## src/rtl/order_book_pkg.sv

```systemverilog
// Shared types and helpers for the order message decoder: message type codes,
// ASCII type bytes and the raw type byte decoder.
package order_book_pkg;

  typedef enum logic [1:0] {
    MT_ADD = 2'b00,
    MT_DEL = 2'b01,
    MT_EXE = 2'b10,
    MT_UNK = 2'b11
  } msg_type_t;

  localparam logic [7:0] ASC_ADD = 8'h53;
  localparam logic [7:0] ASC_DEL = 8'h44;
  localparam logic [7:0] ASC_EXE = 8'h45;

  // MT_UNK never reaches the FIFO; it only marks messages to be dropped.
  function automatic msg_type_t decode_type(input logic [7:0] type_byte);
    case (type_byte)
      ASC_ADD: decode_type = MT_ADD;
      ASC_DEL: decode_type = MT_DEL;
      ASC_EXE: decode_type = MT_EXE;
      default: decode_type = MT_UNK;
    endcase
  endfunction

endpackage

```

## src/rtl/order_obj_fifo.sv

```systemverilog
// Synchronous FIFO holding decoded order objects; DEPTH must be a power of two
// so the pointers wrap naturally.
module order_obj_fifo #(
  parameter int WIDTH = 8,
  parameter int DEPTH = 4,
  localparam int AW = $clog2(DEPTH),
  localparam int CW = AW + 1
) (
  input  logic             clk,
  input  logic             resetn,
  input  logic             push,
  input  logic [WIDTH-1:0] push_data,
  input  logic             pop,
  output logic [WIDTH-1:0] pop_data,
  output logic             full,
  output logic             empty,
  output logic [CW-1:0]    count
);

  logic [WIDTH-1:0] mem [DEPTH];
  logic [AW-1:0]    wr_ptr;
  logic [AW-1:0]    rd_ptr;
  logic             do_push;
  logic             do_pop;

  assign full    = (count == CW'(DEPTH));
  assign empty   = (count == '0);
  assign do_push = push && !full;
  assign do_pop  = pop && !empty;
  // Head reads as zero when empty so nothing stale is ever presented.
  assign pop_data = empty ? '0 : mem[rd_ptr];

  always_ff @(posedge clk) begin
    if (do_push) mem[wr_ptr] <= push_data;
  end

  always_ff @(posedge clk or negedge resetn) begin
    if (!resetn) begin
      wr_ptr <= '0;
      rd_ptr <= '0;
      count  <= '0;
    end else begin
      if (do_push) wr_ptr <= wr_ptr + AW'(1);
      if (do_pop)  rd_ptr <= rd_ptr + AW'(1);
      case ({do_push, do_pop})
        2'b10:   count <= count + CW'(1);
        2'b01:   count <= count - CW'(1);
        default: count <= count;
      endcase
    end
  end

endmodule

```

## src/rtl/order_msg_decoder.sv

```systemverilog
// Decodes raw ITCH-style messages into order objects queued for the book engine.
// Optional saturating per-type statistics counters: define ORDER_PARSER_STATS_EN.
module order_msg_decoder
  import order_book_pkg::*;
#(
  parameter int MSG_W     = 320,
  parameter int STOCK_W   = 32,
  parameter int STOCK_LSB = 153,
  parameter int ORDER_W   = 32,
  parameter int ORDER_LSB = 218,
  parameter int QTY_W     = 32,
  parameter int QTY_LSB   = 112,
  parameter int PRICE_W   = 64,
  parameter int PRICE_LSB = 48,
  parameter int DEPTH     = 4,
  parameter int CNT_W     = 32,
  localparam int OBJ_W    = 2 + STOCK_W + ORDER_W + QTY_W + PRICE_W
) (
  input  logic             clk,
  input  logic             resetn,
  input  logic             in_valid,
  output logic             in_ready,
  input  logic [MSG_W-1:0] in_msg,
  output logic             out_valid,
  input  logic             out_ready,
  output logic [OBJ_W-1:0] out_obj,
  output logic             drop_pulse
`ifdef ORDER_PARSER_STATS_EN
  ,
  output logic [CNT_W-1:0] cnt_add,
  output logic [CNT_W-1:0] cnt_del,
  output logic [CNT_W-1:0] cnt_exe,
  output logic [CNT_W-1:0] cnt_drop
`endif
);

  localparam int CW = $clog2(DEPTH) + 1;

  msg_type_t        in_type;
  logic             accept;
  logic             push;
  logic             full;
  logic             empty;
  logic [OBJ_W-1:0] push_obj;
  logic [CW-1:0]    unused_count;
  logic             unused_msg_bits;

  // Decode straight from the live input so an accepted message is never stale.
  assign in_type  = decode_type(in_msg[MSG_W-1 -: 8]);
  assign accept   = in_valid && in_ready;
  assign push     = accept && (in_type != MT_UNK);
  assign push_obj = {in_type,
                     in_msg[STOCK_LSB +: STOCK_W],
                     in_msg[ORDER_LSB +: ORDER_W],
                     in_msg[QTY_LSB   +: QTY_W],
                     in_msg[PRICE_LSB +: PRICE_W]};

  assign in_ready        = !full;
  assign out_valid       = !empty;
  assign unused_msg_bits = ^in_msg;

  order_obj_fifo #(
    .WIDTH (OBJ_W),
    .DEPTH (DEPTH)
  ) u_fifo (
    .clk       (clk),
    .resetn    (resetn),
    .push      (push),
    .push_data (push_obj),
    .pop       (out_ready),
    .pop_data  (out_obj),
    .full      (full),
    .empty     (empty),
    .count     (unused_count)
  );

  always_ff @(posedge clk or negedge resetn) begin
    if (!resetn) drop_pulse <= 1'b0;
    else         drop_pulse <= accept && (in_type == MT_UNK);
  end

`ifdef ORDER_PARSER_STATS_EN
  // Each counter sticks at all-ones rather than wrapping.
  always_ff @(posedge clk or negedge resetn) begin
    if (!resetn) begin
      cnt_add  <= '0;
      cnt_del  <= '0;
      cnt_exe  <= '0;
      cnt_drop <= '0;
    end else if (accept) begin
      case (in_type)
        MT_ADD:  if (cnt_add  != '1) cnt_add  <= cnt_add  + CNT_W'(1);
        MT_DEL:  if (cnt_del  != '1) cnt_del  <= cnt_del  + CNT_W'(1);
        MT_EXE:  if (cnt_exe  != '1) cnt_exe  <= cnt_exe  + CNT_W'(1);
        default: if (cnt_drop != '1) cnt_drop <= cnt_drop + CNT_W'(1);
      endcase
    end
  end
`else
  logic [CNT_W-1:0] unused_cnt_w;
  assign unused_cnt_w = '0;
`endif

endmodule

```

## config.mk

```make
export PLATFORM = sky130hd
export DESIGN_NAME = order_msg_decoder
export DESIGN_NICKNAME = d
export VERILOG_FILES = /design/src/rtl/order_book_pkg.sv /design/src/rtl/order_obj_fifo.sv /design/src/rtl/order_msg_decoder.sv
export SDC_FILE = /design/constraint.sdc
export NUM_CORES = 1
export LEC_CHECK = 0
export BUFFER_PORTS_ARGS = -buffer_cell sky130_fd_sc_hd__buf_4
export CAP_MARGIN = 20
export CORE_UTILIZATION = 55
export DETAILED_ROUTE_END_ITERATION = 16
export GPL_TIMING_DRIVEN = 0
export PLACE_DENSITY_LB_ADDON = 0.2
export SLEW_MARGIN = 20
export SYNTH_ARGS = -nofsm -noshare
export SYNTH_HDL_FRONTEND = slang
export SYNTH_SLANG_ARGS = --single-unit
```

## constraint.sdc

```tcl
create_clock -name clk -period 10.35 [get_ports clk]
set_input_delay 1.035 -clock clk [delete_from_list [all_inputs] [get_ports clk]]
set_output_delay 1.035 -clock clk [all_outputs]
set_load 0.03 [all_outputs]
```

==> key figures, run 1 <==
Run status
  • Outcome: finished, final reports clean

STA
  • Final Slew Violations: 0
  • Fmax: 272 MHz
  • Count of final setup violators: 0
  • Max_slew headroom: 0.464
  • Slew of the pin with the lowest slew margin: 0.804 ns
  • Fin Setup TNS: 0 ns
  • Part of the cycle the worst path needs: 0.355
  • Final critical delay including setup and external delays: 3.67 ns
  • Final hold violation count: 0
  • Setup repair after global routing missed its margin: false
  • Fin Clk Skew: 0.0297 ns
  • Final hold slack: 0.233 ns

Clocking
  • Post CTS Setup Buffer Count: 0
  • Cts repair resizes: 0
  • CTS tree: done
  • Clock-pin slew on the worst setup and hold paths: 0.06 ns
  • Clock root buffer: clkbuf_16
  • Cts bufs inserted: 61
  • Hold buffer count at CTS: 0
  • Source-to-sink clock delay at the later pin of the worst-skew pair: 0.62 ns
  • Number of sinks driven by the clock tree: 656
  • Clock Tree Buf Depth: 3
  • H-tree lvl count: 2

Finish
  • Number of nets at the end of the flow: 1,842
  • Share of cells above drive strength 1: 0.420
  • Final core area utilization: 0.698
  • Area growth from synthesis to final layout: 24.3%
  • Final Cell Area: 0.0311 sq mm
  • Most common cell after layout, fill and taps aside: edfxtp_1
  • Most frequent cells in the layout: edfxtp_1, buf_4, and2_1, mux4_2, clkbuf_16

Global route
  • GR Util All Layers: 0.228
  • Via count of the first global-routing pass: 12,791
  • Global-route wire length before repair: 77.7 mm
  • Antenna violations before repair: 4
  • Maximum number of pins on one net before global-route repair: 23
  • Total congestion overflow: 0

Run
  • Max-cap check violation count: 0

Setup path
  • Type of the worst setup path: flip-flop to output pin
  • Maximum net fanout on the critical path: 10
  • Arrival time at the worst endpoint: 2.64 ns
  • Endpoint class of the critical path: output pin
  • Cell Chain, Critical Path: or3_1 > clkbuf_1 > clkbuf_1 > and2_1 > buf_4
  • Cell repeated most along the worst path: clkbuf_1
  • Category of the worst setup path launch point: flip-flop
  • Highest cell delay on the worst timing path: 0.62 ns
  • Required time worst endpoint: 9.32 ns
  • Register-to-register setup slack: 7.38 ns
  • Cell with the biggest individual delay on the critical path: clkbuf_1

Placed design
  • IO buf count: 336
  • Instance area after placement: 0.0292 sq mm
  • Half-perimeter wire length after detailed placement: 34.6 mm
  • Gpl congestion: 0.744

Yosys
  • Number of warnings reported in the yosys synthesis log: 0
  • Unique cell type count in the Yosys netlist: 27
  • Synthesized net count: 1,407
  • Synth Area in XOR/XNOR: 0.00210
  • Fraction of synthesized area in multiplexers: 0.146
  • Total standard cell area after synthesis: 0.0250 sq mm
  • Fraction of the mapped netlist area in adder cells: 0.00330
  • Synthesized area divided by synthesized cell count: 23.2 sq um
  • Cells after synthesis: 1,077
  • Share of the synthesized area in compound gates (AO/OA/AOI/OAI): 0.00150
  • Synthesized-area fraction occupied by and/or/nand/nor cells: 0.0452
  • Largest family of logic cells by synthesized area: multiplexers
  • Post-synthesis register bit count: 656
  • Sequential cell area fraction in the yosys report: 0.786

Routing
  • Number of search-and-repair iterations in the first detailed-routing pass: 5
  • Iter 0 DRT Violations: 813
  • Via total after detailed routing: 12,018
  • Post-route DRC: 0
  • Wire length after detailed routing: 51.8 mm
  • Via density: 5.59
  • Average wire per cell in the routed design: 24.1 um
  • Antenna-violating nets left: 0

Power and ir drop
  • Total power: 0.00835 W
  • Total power density per cell area: 269 mW/mm^2
  • Reported leakage power: 10.6 nW
  • Peak ir drop on the vdd network: 229 uV

Die
  • Floorplan Core Area: 0.0445 sq mm
  • Number of ports placed on the die boundary: 489
  • Chip width: 215 um
  • Area of the die: 0.0463 sq mm
  • Starting density of the core: 0.562
  • Placement row count: 77
  • Height of the die: 215 um

Min path
  • Worst min-delay path category: input port to async pin
==> worst paths after layout <==
kind	from	to	cells past startpoint
min in group clk	u_fifo.count[2]	u_fifo.count[2]	1
setup / recovery	u_fifo.count[0]	out_obj[107]	5
max in group asynchronous	resetn	u_fifo.wr_ptr[1]	1
hold / removal	resetn	drop_pulse	1
setup reg to reg	u_fifo.count[2]	u_fifo.mem[0][74]	8
hold reg to reg	u_fifo.count[2]	u_fifo.count[2]	1
==> per-layer routing <==
layer	vias to the layer above	global-route usage	share of wire
met3	81	0.0685	0.086
met2	408	0.358	0.49
met4	2	0.0648	0.022
met5	-	0	0.00025
li1	5288	-	-
met1	6239	0.313	0.41
==> cell families after synthesis <==
logic type,after synthesis
adders and majority gates,6
muxes,163
DFF,656
and+or+nand+nor,178
xor gates and xnor gates,6
buffers and inverters,63
AOI/OAI and AO/OA,5
==> registers in the layout (all words and copies together) (netlist names) <==
name           flops
u_fifo.wr_ptr      2
u_fifo.count       3
drop_pulse         1
u_fifo.rd_ptr      2
u_fifo.mem       648
==> cells in the mapped netlist <==
cell	n	area, sq um
nor4b_4	1	23.8
o21ai_0	3	15.0
xnor2_1	3	26.3
and4b_1	1	10.0
and3_1	1	6.26
clkbuf_1	22	82.6
and2_1	163	1020
mux2_2	1	11.3
inv_1	9	33.8
o2111ai_2	1	15.0
dfrtp_1	8	200
buf_2	14	70.1
nor2b_1	1	6.26
and3b_1	1	8.76
edfxtp_1	648	19500
mux4_2	162	3650
ha_1	5	62.6
or3b_1	1	8.76
nand3_1	1	5.00
nor3b_2	1	12.5
xor2_1	3	26.3
or3_1	1	6.26
buf_6	18	203
nand2_1	1	3.75
o211ai_1	1	7.51
nor2_1	5	18.8
fa_1	1	20.0
==> critical path, delay by kind of cell (launching register included) <==
kind                   cells  cell delay [ns]
DFF                        1             0.40
and+or+nand+nor            2             0.40
buffers and inverters      3             1.22
==> per-stage QoR <==
step / setup WS (ns) / cells
detailed placement: 6.38 / 2041
finish: 6.68 / 2150
global route: 6.52 / 2150
CTS: 6.55 / 2148
floorplan: 1.25 / 1077
global placement: -4.65 / 2005
==> cell type report <==
type                       instances  area (sq um)
sequential                       656         19700
timing repair buffer             372          3440
fill                            2775         13400
clock inverter                    36           294
antenna                            2          5.00
clock buffer                      71          1560
tap                              592           741
buffer                            54           355
inverter                           9          33.8
multi-input combinational        358          4990
==> power by group <==
group          leakage [nW]  switching, W  internal (W)
combinational          3.77       0.00190       0.00141
sequential             5.93     0.0000107       0.00293
clock                 0.913      0.000911       0.00119
Note: power is estimated with default switching activity, not from simulation.
==> run 2: changes to the inputs <==
--- a/config.mk
+++ b/config.mk
@@ -5,9 +5,10 @@
 export SDC_FILE = /design/constraint.sdc
 export NUM_CORES = 1
 export LEC_CHECK = 0
+export ABC_AREA = 1
 export BUFFER_PORTS_ARGS = -buffer_cell sky130_fd_sc_hd__buf_4
 export CAP_MARGIN = 20
-export CORE_UTILIZATION = 55
+export CORE_UTILIZATION = 50
 export DETAILED_ROUTE_END_ITERATION = 16
 export GPL_TIMING_DRIVEN = 0
 export PLACE_DENSITY_LB_ADDON = 0.2
==> constraint.sdc (replaced) <==
create_clock -name clk -period 3.35 [get_ports clk]
set_input_delay 0.335 -clock clk [delete_from_list [all_inputs] [get_ports clk]]
set_output_delay 0.335 -clock clk [all_outputs]
set_load 0.03 [all_outputs]
==> key figures, run 2 <==
STA
  • Count of final setup violators: 0
  • Final critical delay including setup and external delays: 3.18 ns
  • Final Slew Violations: 0
  • Fmax: 314 MHz
  • Final hold violation count: 0
  • Final hold slack: 0.139 ns
  • Setup slack after layout: 0.170 ns
  • Setup repair after global routing missed its margin: false
  • Part of the cycle the worst path needs: 0.949
  • Max_slew headroom: 0.440
  • Fin Clk Skew: 0.0195 ns
  • Slew of the pin with the lowest slew margin: 0.833 ns

Placed design
  • Gpl congestion: 0.835
  • Half-perimeter wire length after detailed placement: 43.4 mm
  • Place WS: 0.349 ns
  • IO buf count: 336
  • Placed Instances: 3,028

Setup path
  • Arrival time at the worst endpoint: 2.85 ns
  • Register-to-register setup slack: 0.58 ns
  • Cell with the biggest individual delay on the critical path: buf_2
  • Type of the worst setup path: flip-flop to output pin
  • Length in cells of the worst reg-to-reg path: 10
  • Maximum net fanout on the critical path: 10
  • Highest cell delay on the worst timing path: 0.46 ns
  • RR Startpoint: u_fifo.count[0]
  • Endpoint class of the critical path: output pin
  • Cell Chain, Critical Path: buf_2 > inv_2 > buf_2 > buf_2 > nor2_1 > o21ai_0 > a21oi_1 > buf_4
  • Cell repeated most along the worst path: buf_2
  • Cell type group with the largest total delay on the critical path: buffers and inverters
  • Endpoint of the lowest-slack register-to-register path: u_fifo.mem[0][61]
  • Crit path buf inv count: 5
  • Required time worst endpoint: 3.01 ns
  • Category of the worst setup path launch point: flip-flop

Routing
  • Wire length after detailed routing: 68.3 mm
  • Number of search-and-repair iterations in the first detailed-routing pass: 6
  • Antenna-violating nets left: 0
  • Via density: 5.36
  • Average wire per cell in the routed design: 20.6 um
  • Iter 0 DRT Violations: 1,530
  • Post-route DRC: 0
  • Via total after detailed routing: 17,731

Yosys
  • Total standard cell area after synthesis: 0.0255 sq mm
  • Main area contributors after synthesis: edfxtp_1, nor2_1, o21ai_0
  • Most instantiated library cell after synthesis: nor2_1
  • Post-synthesis register bit count: 656
  • Sequential cell area fraction in the yosys report: 0.772
  • Synthesized net count: 2,315
  • Cells after synthesis: 1,985
  • Leading post-synthesis cells by instance count: nor2_1, edfxtp_1, o21ai_0
  • Fraction of synthesized cell area taken by the top area cell type: 0.764
  • Number of warnings reported in the yosys synthesis log: 0
  • Library cell with the largest summed area after synthesis: edfxtp_1
  • Unique cell type count in the Yosys netlist: 22
  • Synthesized area divided by synthesized cell count: 12.8 sq um
  • Share of flip-flops with an asynchronous set or reset after synthesis: 0.0122
  • Main synth FF type: edfxtp_1
  • Count of flip-flops with a built-in enable after synthesis: 648

Clocking
  • Post CTS Setup Buffer Count: 0
  • Cts bufs inserted: 68
  • Clock-pin slew on the worst setup and hold paths: 0.06 ns
  • Source-to-sink clock delay at the later pin of the worst-skew pair: 0.60 ns
  • Hold buffer count at CTS: 161
  • Clock root buffer: clkbuf_16
  • Cts repair resizes: 0
  • CTS tree: done
  • Clock Tree Buf Depth: 3
  • H-tree lvl count: 3
  • Number of sinks driven by the clock tree: 656

Finish
  • Most frequent cells in the layout: nor2_1, edfxtp_1, buf_4, o21ai_0, a21oi_1
  • Count of non-filler cells in the finished layout: 3,310
  • Count of fill cells added during filler insertion: 3,558
  • Share of cells above drive strength 1: 0.202
  • Flip-flop count of the largest register after layout: 648
  • Most common cell after layout, fill and taps aside: nor2_1
  • Largest registers: u_fifo.mem (648), u_fifo.count (3)
  • Register name with the most flops: u_fifo.mem
  • Final core area utilization: 0.667
  • Area growth from synthesis to final layout: 31.5%
  • Number of nets at the end of the flow: 2,917

Global route
  • Global-route wire length before repair: 101 mm
  • Via count of the first global-routing pass: 17,160
  • Antenna violations before repair: 8
  • GR Util All Layers: 0.262
  • Total congestion overflow: 0
  • Maximum number of pins on one net before global-route repair: 23

Die
  • Placement row count: 82
  • Chip width: 228 um
  • Starting density of the core: 0.508
  • Floorplan Core Area: 0.0502 sq mm
  • Number of ports placed on the die boundary: 489
  • Area of the die: 0.0518 sq mm
  • Height of the die: 228 um

Run status
  • Outcome: finished, final reports clean

Run
  • Max-cap check violation count: 0

Min path
  • Worst min-delay path category: input port to async pin

Power and ir drop
  • Total power density per cell area: 893 mW/mm^2
  • Peak ir drop on the vdd network: 726 uV
  • Reported leakage power: 11.9 nW
[run 2: cell types whose count changed after synthesis, moves of 33 or more]
cell | previous run | this run
nor2_1 | 5 | 659
o21ai_0 | 3 | 282
and2_1 | 163 | 1
a21oi_1 | 0 | 163
mux4_2 | 162 | 0
buf_2 | 14 | 47
o21ai_1 | 0 | 44
[run 2: layer usage]
metal	GRT usage	vias up	wire length [um]
li1	-	8281	-
met1	0.357	8662	28700
met2	0.414	695	32600
met3	0.0701	87	5730
met4	0.0805	6	1300
met5	0	-	37
[run 2: report_power, final]
part | internal, W | switching (W)
clock network | 0.00425 | 0.00295
registers | 0.00907 | 0.0000358
logic | 0.00427 | 0.00931
[run 2: stage by stage]
| stage | area [sq um] | TNS [ns] | total power (W) |
|---|---|---|---|
| final | 33500 | 0 | 0.0299 |
| after floorplan | 25500 | -207.75 | 0.0173 |
| after global placement | 28900 | -1561.17 | 0.0225 |
| after CTS | 33500 | 0 | 0.0300 |
| after detailed placement | 29800 | 0 | 0.0226 |
| after global routing | 33500 | 0 | 0.0313 |
[run 2: final cells by class]
type                    count  area [sq um]  share of cell area
diodes                      6          15.0            0.000448
plain buffers             124           577              0.0172
clock buffers              92          1900              0.0567
clock inverters            23           203             0.00605
inverters                  21          81.3             0.00243
multi-input cells        1184          5230               0.156
flip-flops and latches    656         19700               0.587
well taps                 672           841              0.0251
repair buffers            532          4980               0.149
[run 2: cells by family (layout without fill, tap and decap cells)]
group | Yosys count | in the layout | share of synthesized area
buffers and inverters | 145 | 792 | 0.0257
DFF | 656 | 656 | 0.772
adders and majority gates | 6 | 6 | 0.00324
AOI/OAI and AO/OA | 490 | 490 | 0.0964
xor gates and xnor gates | 4 | 4 | 0.00138
other | 0 | 6 | 0
and+or+nand+nor | 684 | 684 | 0.101
[run 2: worst max-delay path by stage]
stage / start / endpoint / slack [ns] / cells after the start
after floorplan: u_fifo.count[0] / u_fifo.mem[0][0] / -0.33 / 5
after global placement: in_msg[317] / u_fifo.mem[1][55] / -2.48 / 8
after detailed placement: in_msg[319] / u_fifo.mem[0][55] / 0.35 / 13
after CTS: u_fifo.rd_ptr[1] / out_obj[57] / 0.15 / 8
after global routing: u_fifo.rd_ptr[0] / out_obj[39] / 0.04 / 6
final: u_fifo.rd_ptr[1] / out_obj[108] / 0.17 / 8
==> run 3: changes to the inputs <==
--- a/config.mk
+++ b/config.mk
@@ -12,6 +12,7 @@
 export DETAILED_ROUTE_END_ITERATION = 16
 export GPL_TIMING_DRIVEN = 0
 export PLACE_DENSITY_LB_ADDON = 0.2
+export RECOVER_POWER = 25
 export SLEW_MARGIN = 20
 export SYNTH_ARGS = -nofsm -noshare
 export SYNTH_HDL_FRONTEND = slang
==> key figures, run 3 (synthesis gave the netlist of run 2 again) <==
Run status
  • Outcome: finished, final reports clean

Setup path
  • Maximum net fanout on the critical path: 10
  • Endpoint class of the critical path: output pin
  • Category of the worst setup path launch point: flip-flop
  • Required time worst endpoint: 3.01 ns
  • Type of the worst setup path: flip-flop to output pin
  • Arrival time at the worst endpoint: 2.83 ns
  • Length in cells of the worst reg-to-reg path: 10

Min path
  • Instance count along the most critical hold path: 4
  • Worst min-delay path category: input port to flip-flop

Finish
  • Area growth from synthesis to final layout: 30.1%
  • Largest registers: u_fifo.mem (648), u_fifo.count (3)
  • Final Cell Area: 0.0331 sq mm
  • Most common cell after layout, fill and taps aside: nor2_1
  • Flip-flop count of the largest register after layout: 648
  • Count of fill cells added during filler insertion: 3,662
  • Count of non-filler cells in the finished layout: 3,309
  • Number of nets at the end of the flow: 2,917
  • Most frequent cells in the layout: nor2_1, edfxtp_1, o21ai_0, buf_4, a21oi_1
  • Sequential standard cell area: 0.0197 sq mm
  • Register name with the most flops: u_fifo.mem
  • Multi-input gate area in the final layout: 0.00523 sq mm
  • Share of cells above drive strength 1: 0.166

Die
  • Number of ports placed on the die boundary: 489
  • Height of the die: 228 um
  • Floorplan Core Area: 0.0502 sq mm
  • Area of the die: 0.0518 sq mm
  • Starting density of the core: 0.508
  • Placement row count: 82
  • Chip width: 228 um

Power and ir drop
  • Total power: 0.0298 W
  • Reported leakage power: 11.6 nW
  • Total power density per cell area: 901 mW/mm^2
  • Peak ir drop on the vdd network: 725 uV

Clocking
  • Clock-pin slew on the worst setup and hold paths: 0.06 ns
  • Clock root buffer: clkbuf_16
  • Number of sinks driven by the clock tree: 656
  • Cts repair resizes: 0
  • CTS tree: done
  • Clock Tree Buf Depth: 3
  • Cts bufs inserted: 68
  • Post CTS Setup Buffer Count: 0
  • Source-to-sink clock delay at the later pin of the worst-skew pair: 0.59 ns
  • H-tree lvl count: 3

STA
  • Final Slew Violations: 0
  • Count of final setup violators: 0
  • Part of the cycle the worst path needs: 0.944
  • Fmax: 316 MHz
  • Max_slew headroom: 0.453
  • Final hold slack: 0.142 ns
  • Final hold violation count: 0
  • Final critical delay including setup and external delays: 3.16 ns
  • Setup repair after global routing missed its margin: false
  • Slew of the pin with the lowest slew margin: 0.813 ns
  • Fin Clk Skew: 0.0162 ns

Routing
  • Number of search-and-repair iterations in the first detailed-routing pass: 5
  • Antenna-violating nets left: 0
  • Post-route DRC: 0
  • Via total after detailed routing: 17,729
  • Iter 0 DRT Violations: 1,642
  • Wire length after detailed routing: 68.3 mm
  • Average wire per cell in the routed design: 20.6 um
  • Via density: 5.36

Global route
  • Antenna violations before repair: 8
  • Via count of the first global-routing pass: 17,160
  • GR Util All Layers: 0.262
  • Global-route wire length before repair: 101 mm
  • Total congestion overflow: 0
  • Maximum number of pins on one net before global-route repair: 23

Run
  • Max-cap check violation count: 0

Placed design
  • Instance area after placement: 0.0298 sq mm
  • Half-perimeter wire length after detailed placement: 43.4 mm
  • IO buf count: 336
  • Placed Instances: 3,028
  • Gpl congestion: 0.835
-- run 3: what timing repair did --
item                       4_1_cts  5_1_grt
setup endpoints to repair        0        0
hold buffers                   161        0
hold endpoints to repair       648        0
-- run 3: final cells by class --
| class | count | share of cell area |
|---|---|---|
| flip-flops and latches | 656 | 0.594 |
| diodes | 5 | 0.000378 |
| clock inverters | 23 | 0.00612 |
| inverters | 21 | 0.00246 |
| well taps | 672 | 0.0254 |
| plain buffers | 124 | 0.0174 |
| repair buffers | 532 | 0.140 |
| clock buffers | 92 | 0.0573 |
| multi-input cells | 1184 | 0.158 |
-- run 3: path summary, 6_finish.rpt --
path | from | endpoint | slack [ns]
hold / removal | out_ready | u_fifo.rd_ptr[0] | 0.14
setup reg to reg | u_fifo.count[0] | u_fifo.mem[0][55] | 0.58
setup / recovery | u_fifo.rd_ptr[1] | out_obj[108] | 0.19
max in group asynchronous | resetn | u_fifo.wr_ptr[0] | 2.78
hold reg to reg | u_fifo.count[0] | u_fifo.count[0] | 0.52
min in group asynchronous | resetn | u_fifo.wr_ptr[1] | 0.25
-- run 3: routing by layer --
layer	share of wire	up-vias	global-route usage
li1	-	8285	-
met1	0.42	8681	0.357
met2	0.48	669	0.414
met3	0.085	88	0.0701
met4	0.020	6	0.0805
met5	0.00056	-	0
-- run 3: worst max-delay path: stages (launching register included) --
cell     delay [ns]
dfrtp_1        0.35
buf_2          0.24
inv_2          0.33
buf_2          0.46
buf_2          0.33
nor2_1         0.08
o21ai_0        0.09
a21oi_1        0.13
buf_4          0.21
-- run 3: power by group --
group          internal, W  total (W)  leakage (nW)  switching, W
logic              0.00422     0.0135          4.63       0.00932
clock network      0.00425    0.00720          1.02       0.00295
registers          0.00907    0.00910          5.93     0.0000357
total               0.0175     0.0298          11.6        0.0123
-- run 3: through the flow --
step	setup slack [ns]	util	setup TNS [ns]
floorplan	-0.334	-	-207.75
global placement	-2.48	0.576	-1561.17
detailed placement	0.349	0.593	0
CTS	0.146	0.667	0
global route	0.0432	0.660	0
finish	0.189	0.660	0
